[config.mk]
export PLATFORM = sky130hd
export DESIGN_NAME = cond_exec_unit
export DESIGN_NICKNAME = d
export VERILOG_FILES = /design/src/rtl/cond_pkg.sv /design/src/rtl/cond_check.sv /design/src/rtl/cond_exec_unit.sv
export SDC_FILE = /design/constraint.sdc
export NUM_CORES = 1
export LEC_CHECK = 0
export CAP_MARGIN = 0
export CELL_PAD_IN_SITES_DETAIL_PLACEMENT = 0
export CELL_PAD_IN_SITES_GLOBAL_PLACEMENT = 1
export CORE_MARGIN = 2
export CORE_UTILIZATION = 26
export CTS_CLUSTER_SIZE = 14
export DETAILED_ROUTE_END_ITERATION = 6
export MAX_ROUTING_LAYER = met4
export PLACE_DENSITY = 0.81
export SYNTH_ARGS = -nofsm -noshare
export SYNTH_HDL_FRONTEND = slang
export SYNTH_SLANG_ARGS = --single-unit
[constraint.sdc]
create_clock -name clk -period 2.4 [get_ports clk]
set_input_delay 0.72 -clock clk [delete_from_list [all_inputs] [get_ports clk]]
set_output_delay 0.72 -clock clk [all_outputs]
set_load 0.01 [all_outputs]
[src/rtl/cond_pkg.sv]
// Shared definitions for the ARM-style conditional-execution unit:
// condition codes, NZCV bit positions and flag-write group indices.
package cond_pkg;

    typedef enum logic [3:0] {
        EQ = 4'h0,
        NE = 4'h1,
        CS = 4'h2,
        CC = 4'h3,
        MI = 4'h4,
        PL = 4'h5,
        VS = 4'h6,
        VC = 4'h7,
        HI = 4'h8,
        LS = 4'h9,
        GE = 4'hA,
        LT = 4'hB,
        GT = 4'hC,
        LE = 4'hD,
        AL = 4'hE
    } cond_t;

    localparam int FLAG_N = 3;
    localparam int FLAG_Z = 2;
    localparam int FLAG_C = 1;
    localparam int FLAG_V = 0;

    // FlagWE bit that enables each flag group.
    localparam int FW_NZ = 1;
    localparam int FW_CV = 0;

endpackage

[src/rtl/cond_check.sv]
// Combinational ARM condition evaluator: pass=1 when the condition field
// holds for the given NZCV flags. Code 4'hF is treated as always-pass.
module cond_check
    import cond_pkg::*;
(
    input  logic [3:0] cond,
    input  logic [3:0] flags,
    output logic       pass
);

    logic w_n, w_z, w_c, w_v;

    assign w_n = flags[FLAG_N];
    assign w_z = flags[FLAG_Z];
    assign w_c = flags[FLAG_C];
    assign w_v = flags[FLAG_V];

    // NOTE: a default arm on the case covers every encoding, so no latch forms.
    always_comb begin
        case (cond)
            EQ:      pass = w_z;
            NE:      pass = !w_z;
            CS:      pass = w_c;
            CC:      pass = !w_c;
            MI:      pass = w_n;
            PL:      pass = !w_n;
            VS:      pass = w_v;
            VC:      pass = !w_v;
            HI:      pass = w_c && !w_z;
            LS:      pass = !w_c || w_z;
            GE:      pass = (w_n == w_v);
            LT:      pass = (w_n != w_v);
            GT:      pass = !w_z && (w_n == w_v);
            LE:      pass = w_z || (w_n != w_v);
            default: pass = 1'b1;
        endcase
    end

endmodule

[src/rtl/cond_exec_unit.sv]
// Execute-stage conditional logic: holds the architectural NZCV register,
// resolves branch-taken, and registers condition-gated controls into M.
module cond_exec_unit
    import cond_pkg::*;
#(
    parameter logic [3:0] FLAGS_RST = 4'b0000
) (
    input  logic       clk,
    input  logic       rst,
    input  logic       stall,
    input  logic       flush,
    input  logic [3:0] CondE,
    input  logic [1:0] FlagWE,
    input  logic [3:0] ALUFlagsE,
    input  logic       RegWriteE,
    input  logic       MemWriteE,
    input  logic       MemtoRegE,
    input  logic       BranchE,
    input  logic       NoWriteE,
    output logic       CondExE,
    output logic       PCSrcE,
    output logic [3:0] FlagsE,
    output logic       RegWriteM,
    output logic       MemWriteM,
    output logic       MemtoRegM
);

    logic [3:0] r_flags;
    logic       r_reg_write_m;
    logic       r_mem_write_m;
    logic       r_mem_to_reg_m;
    logic       w_cond_ex;

    // Evaluated against the stored flags, so a flag-setting instruction
    // affects only the instructions that follow it.
    cond_check u_cond_check (
        .cond  (CondE),
        .flags (r_flags),
        .pass  (w_cond_ex)
    );

    // NOTE: reset is synchronous here and state uses non-blocking assignments,
    // so every register samples its next value from the same pre-edge state.
    always_ff @(posedge clk) begin
        if (rst) begin
            r_flags <= FLAGS_RST;
        end else if (!stall && w_cond_ex) begin
            if (FlagWE[FW_NZ])
                r_flags[FLAG_N:FLAG_Z] <= ALUFlagsE[FLAG_N:FLAG_Z];
            if (FlagWE[FW_CV])
                r_flags[FLAG_C:FLAG_V] <= ALUFlagsE[FLAG_C:FLAG_V];
        end
    end

    // Flush inserts a bubble even while stalled; it never touches the flags.
    always_ff @(posedge clk) begin
        if (rst || flush) begin
            r_reg_write_m  <= 1'b0;
            r_mem_write_m  <= 1'b0;
            r_mem_to_reg_m <= 1'b0;
        end else if (!stall) begin
            r_reg_write_m  <= RegWriteE && w_cond_ex && !NoWriteE;
            r_mem_write_m  <= MemWriteE && w_cond_ex;
            r_mem_to_reg_m <= MemtoRegE;
        end
    end

    assign CondExE   = w_cond_ex;
    assign PCSrcE    = BranchE && w_cond_ex;
    assign FlagsE    = r_flags;
    assign RegWriteM = r_reg_write_m;
    assign MemWriteM = r_mem_write_m;
    assign MemtoRegM = r_mem_to_reg_m;

endmodule

Word level (Yosys, flattened, before mapping)
Index checks and enable logic that the tools add are counted.

Bits in registers: 7. Latch bits: 0. Bits in writable memories: 0. ROM bits: 0. Input port bits: 19. Word-level logic and storage cells: 40. Memories: 0.

$add $sub $neg: 0. Multipliers: 0. Divide/modulo/power cells: 0. Magnitude comparators: 0. Eq/ne operators: 15. Shift operators: 0. Mux-type cells: 1. Bitwise logic cells: 0. Reductions and logical operators: 19.

Operator list (number): $eq 4x4->1 const B (6); $eq 4x3->1 const B (4); $pmux 1 s14 (1); $eq 4x2->1 const B (2); $logic_and 1x1->1 (7); $logic_not 1->1 (6); $eq 4x1->1 const B (1); $logic_not 4->1 (1); $reduce_and 2->1 (2); $logic_or 1x1->1 (3); $eq 1x1->1 (1); $ne 1x1->1 (1).

Depth between registers and ports, before layout
Word-level depth: 5. Mapped depth: 5. Mapped depth without buffers: 5.

By module
A second synthesis with hierarchy kept.

Cells, all modules: 54. Area, all modules: 481.7 µm².

Modules (own cells, without submodules): cond_exec_unit (instances 1, cells each 31, area each 316.6 µm², seq. area each 140.1 µm²); cond_check (instances 1, cells each 23, area each 165.2 µm², seq. area each 0.0 µm²).

Least setup slack after synthesis
OpenSTA, ideal clock, no wires.

Kind: input -> output. From: input CondE[2]. To: output PCSrcE. Arrival time: 1.746 ns. Setup slack: -0.066 ns. Stages on the path: 5. Buffers on the path: 0. Path through: and3b_1 -> a22oi_1 -> mux2i_1 -> nand2_1 -> and2_1.

Cells in the longest elaborated chain, start to end: 3. Elaborated cells between the ends (all ways): 16.

Ends and longest elaborated chain: start: declaration (line cond_exec_unit.sv:12) `input logic [3:0] CondE,`; $eq 4x4->1, or another cell as far along (line cond_check.sv:20) `case (cond)`; $pmux 1 s14 * (line cond_check.sv:20); named net CondExE (line cond_exec_unit.sv:20) `output logic CondExE,`; $logic_and 1x1->1 * (line cond_exec_unit.sv:69) `assign PCSrcE = BranchE && w_cond_ex;`; end: declaration (line cond_exec_unit.sv:21) `output logic PCSrcE,`.

Mark *: on every way through the listed nets, which the timed path passes. The rest lies on a longest branch.

Final worst setup path
From: input CondE[3]. To: output PCSrcE.

Cells in the longest elaborated chain, start to end: 3. Elaborated cells between the ends (all ways): 16.

Ends and longest elaborated chain (line): $eq 4x4->1, or another cell as far along (cond_check.sv:20); $pmux 1 s14 * (cond_check.sv:20); $logic_and 1x1->1 * (cond_exec_unit.sv:69).

Every way passes the cells marked *; elsewhere a longest branch is shown, timed or not.

==> impl_metrics.toml <==
[worst_setup_path]
cpPeakStageDelay_ns = 0.27
crit_slowest_cell = "mux2i_2"
reg2reg_from = "FlagsE[3]"
required_ns = 1.68
cp.arrival_ns = 1.78
path_max_fanout = 5
ff2ff_path_depth = 8
cp_cell_sequence = "buf_8 -> and3b_1 -> a22oi_2 -> mux2i_2 -> nand2_2 -> and2_4 -> buf_6"
rrSetupSlack_ns = 0.53
startpoint_type = "input port"
crit_path_end_kind = "output port"
reg2reg_to = "RegWriteM"
crit_type = "input port to output port"

[synthesis]
synth-compound-area-share = 0.172
synthSimpleGateAreaFrac = 0.273
synthAdderAreaFrac = 0
muxShareOfSynthArea = 0.177
async_reset_ff_frac = 0
synth_top_area_share = 0.275
synth_top_area_cell = "dfxtp_1"
synth_top_family_by_area = "simple AND/OR/NAND/NOR gates"
ys_ff_latch = 7
syn-cell-area_um2 = 509
synth-edff-count = 0
syn_area_per_cell_um2 = 9.61
netlist_instances = 53
yosysSeqAreaShare = 0.275
netlist_top_cells_count = "nand2b_1, mux2i_1, dfxtp_1"
synth_top_flop_cell = "dfxtp_1"
ys_types = 23
synth_xor_area_frac = 0.0786
synth_nets = 72
synth_warnings = 0
synth_area_leaders = "dfxtp_1, mux2i_1, nand2b_1"
yosysMostFrequentCell = "nand2b_1"

[sta]
skew_ns = 0.000967
max_freq_mhz = 400
fin_crit_ns = 2.50
fin_ws_ns = -0.101
slew_violations = 0
max-slew-margin-rel = 0.796
holdWs_ns = 0.463
setup_viol = 1
tightest_slew_ns = 0.305
finalCritPeriodShare = 1.04
rsz0062_at_grt = "yes"
hold_viol_final = 0
setup_tns_ns = -0.101

[cells_and_area]
nNetsFinal = 114
diodes = 0
area_growth_pct = 85.3
final_layout_size_suffix_gt1_frac = 0.319
final_area_um2 = 943

[grt]
grt_first_pass_wirelength_um = 2000
first_global_vias = 500
overflow = 0
grt_max_degree = 12
grt_use_total = 0.127
antenna_found_initial = 0

[floorplanning]
die_h_um = 48.3
core_area_um2 = 1900
ios = 28
initial_core_util = 0.268
dieWidth_um = 48.3
dieArea_um2 = 2330
num_rows = 16

[run_status]
violations = "setup timing"
outcome = "finished with violations"

[placed_design]
dp_hpwl_um = 1030
gp_congestion = 0.777
post-place-ws_ns = -1.02
io_buffers = 27
dpl_cell_area_um2 = 887

[routing]
met1_length_um = 564
drt_first_pass_iters = 2
viasPerCell = 4.49
post_drt_wl_per_cell_um = 10.4
drc = 0
antenna_left = 0
dr_wl_met3_um = 87
via_count = 543
highest_layer = "met4"
drt-total-wl_um = 1260
dr_wl_met2_um = 600
first_iter_violations = 6

[hold_path]
worstHoldStart = "MemWriteM"
holdPathEnd = "MemWriteM"
hp-class = "register to register"
whs_path_depth = 2

[clock_network]
cts_root_buf = "clkbuf_4"
cts-buffers-inserted = 3
insertion_delay_ns = 0.25
clockBufferDepth = 2
cts.sinks = 7
htreeDepth = 1
cts_tree = "done"
path_clk_slew_ns = 0.05

[power]
power.leakage_nw = 0.381
power_uw = 351
power_density_nw_per_um2 = 372
vdd_drop_max_mv = 0.284

[flow_run]
maxCapViolations = 0
==> critical path, delay by kind of cell <==
family | cells | cell delay (ns)
buffers and inverters | 2 | 0.21
multiplexers | 1 | 0.27
AO/OA/AOI/OAI | 1 | 0.19
AND/OR/NAND/NOR | 3 | 0.38
==> per-stage QoR <==
step,utilization,cells
2_1_floorplan,-,53
3_3_place_gp,0.466,115
3_5_place_dp,0.466,115
4_1_cts,0.488,120
5_1_grt,0.496,121
6_report,0.496,121
==> final cells by class <==
type,instances,area (um^2)
inverter,2,7.51
timing repair buffer,38,362
tap,27,33.8
sequential,7,140
clock buffer,4,26.3
fill,179,958
multi-input combinational,43,374
==> how the worst max path moves through the flow <==
stage	from	end	slack (ns)	cells after the start
after floorplan	CondE[2]	PCSrcE	0.03	5
after global placement	CondE[1]	PCSrcE	-0.96	7
after detailed placement	CondE[1]	PCSrcE	-1.02	7
after CTS	CondE[3]	PCSrcE	-0.13	7
after global routing	CondE[1]	PCSrcE	-0.17	7
final	CondE[3]	PCSrcE	-0.10	7
==> layer usage <==
metal | global-route usage | vias up
met3 | 0.0222 | 2
met1 | 0.148 | 249
li1 | - | 275
met4 | 0.0649 | 0
met5 | - | -
met2 | 0.208 | 17
==> repair_timing <==
item | CTS | global route
pin swaps | 6 | 1
hold buffers | 0 | 0
buffers inserted | 1 | 1
endpoints found under the setup margin | 6 | 2
resized for setup | 34 | 2
==> power breakdown <==
part	switching [mW]	total, mW	internal, mW
logic	0.0435	0.124	0.0802
clock network	0.0405	0.104	0.0633
registers	0.00287	0.123	0.121
total	0.0869	0.351	0.264
==> flip-flops by register name, indices dropped and copies added, names as in the netlist <==
name,cells
FlagsE,4
MemWriteM,1
MemtoRegM,1
RegWriteM,1
==> layout by cell type (no fill, tap or decap) <==
cell             instances
inv_1                    2
xnor2_1                  1
nand2_1                  3
o311a_4                  1
buf_8                    2
clkbuf_4                 3
a211oi_2                 1
nor3_1                   1
nor2b_1                  1
a211o_2                  1
and3b_2                  2
mux2i_1                  7
xor2_1                   1
clkdlybuf4s50_1         21
o211ai_1                 1
dfxtp_1                  7
mux2i_2                  2
a21oi_1                  2
nand2b_1                10
clkbuf_1                 1
a22oi_2                  1
nand2_2                  1
a211oi_1                 1
a2111o_1                 1
and2_4                   1
buf_2                    1
buf_4                   11
buf_6                    3
and3b_1                  1
xnor3_1                  1
nor3b_1                  2
==> kinds of logic (layout without fill, tap and decap cells) <==
| group | count (synthesis) | after routing |
|---|---|---|
| compound gates | 9 | 9 |
| xor+xnor | 3 | 3 |
| mux | 9 | 9 |
| flops | 7 | 7 |
| buf+inv | 3 | 44 |
| simple gates | 22 | 22 |
No activity file was read; power rests on OpenSTA's default activity.
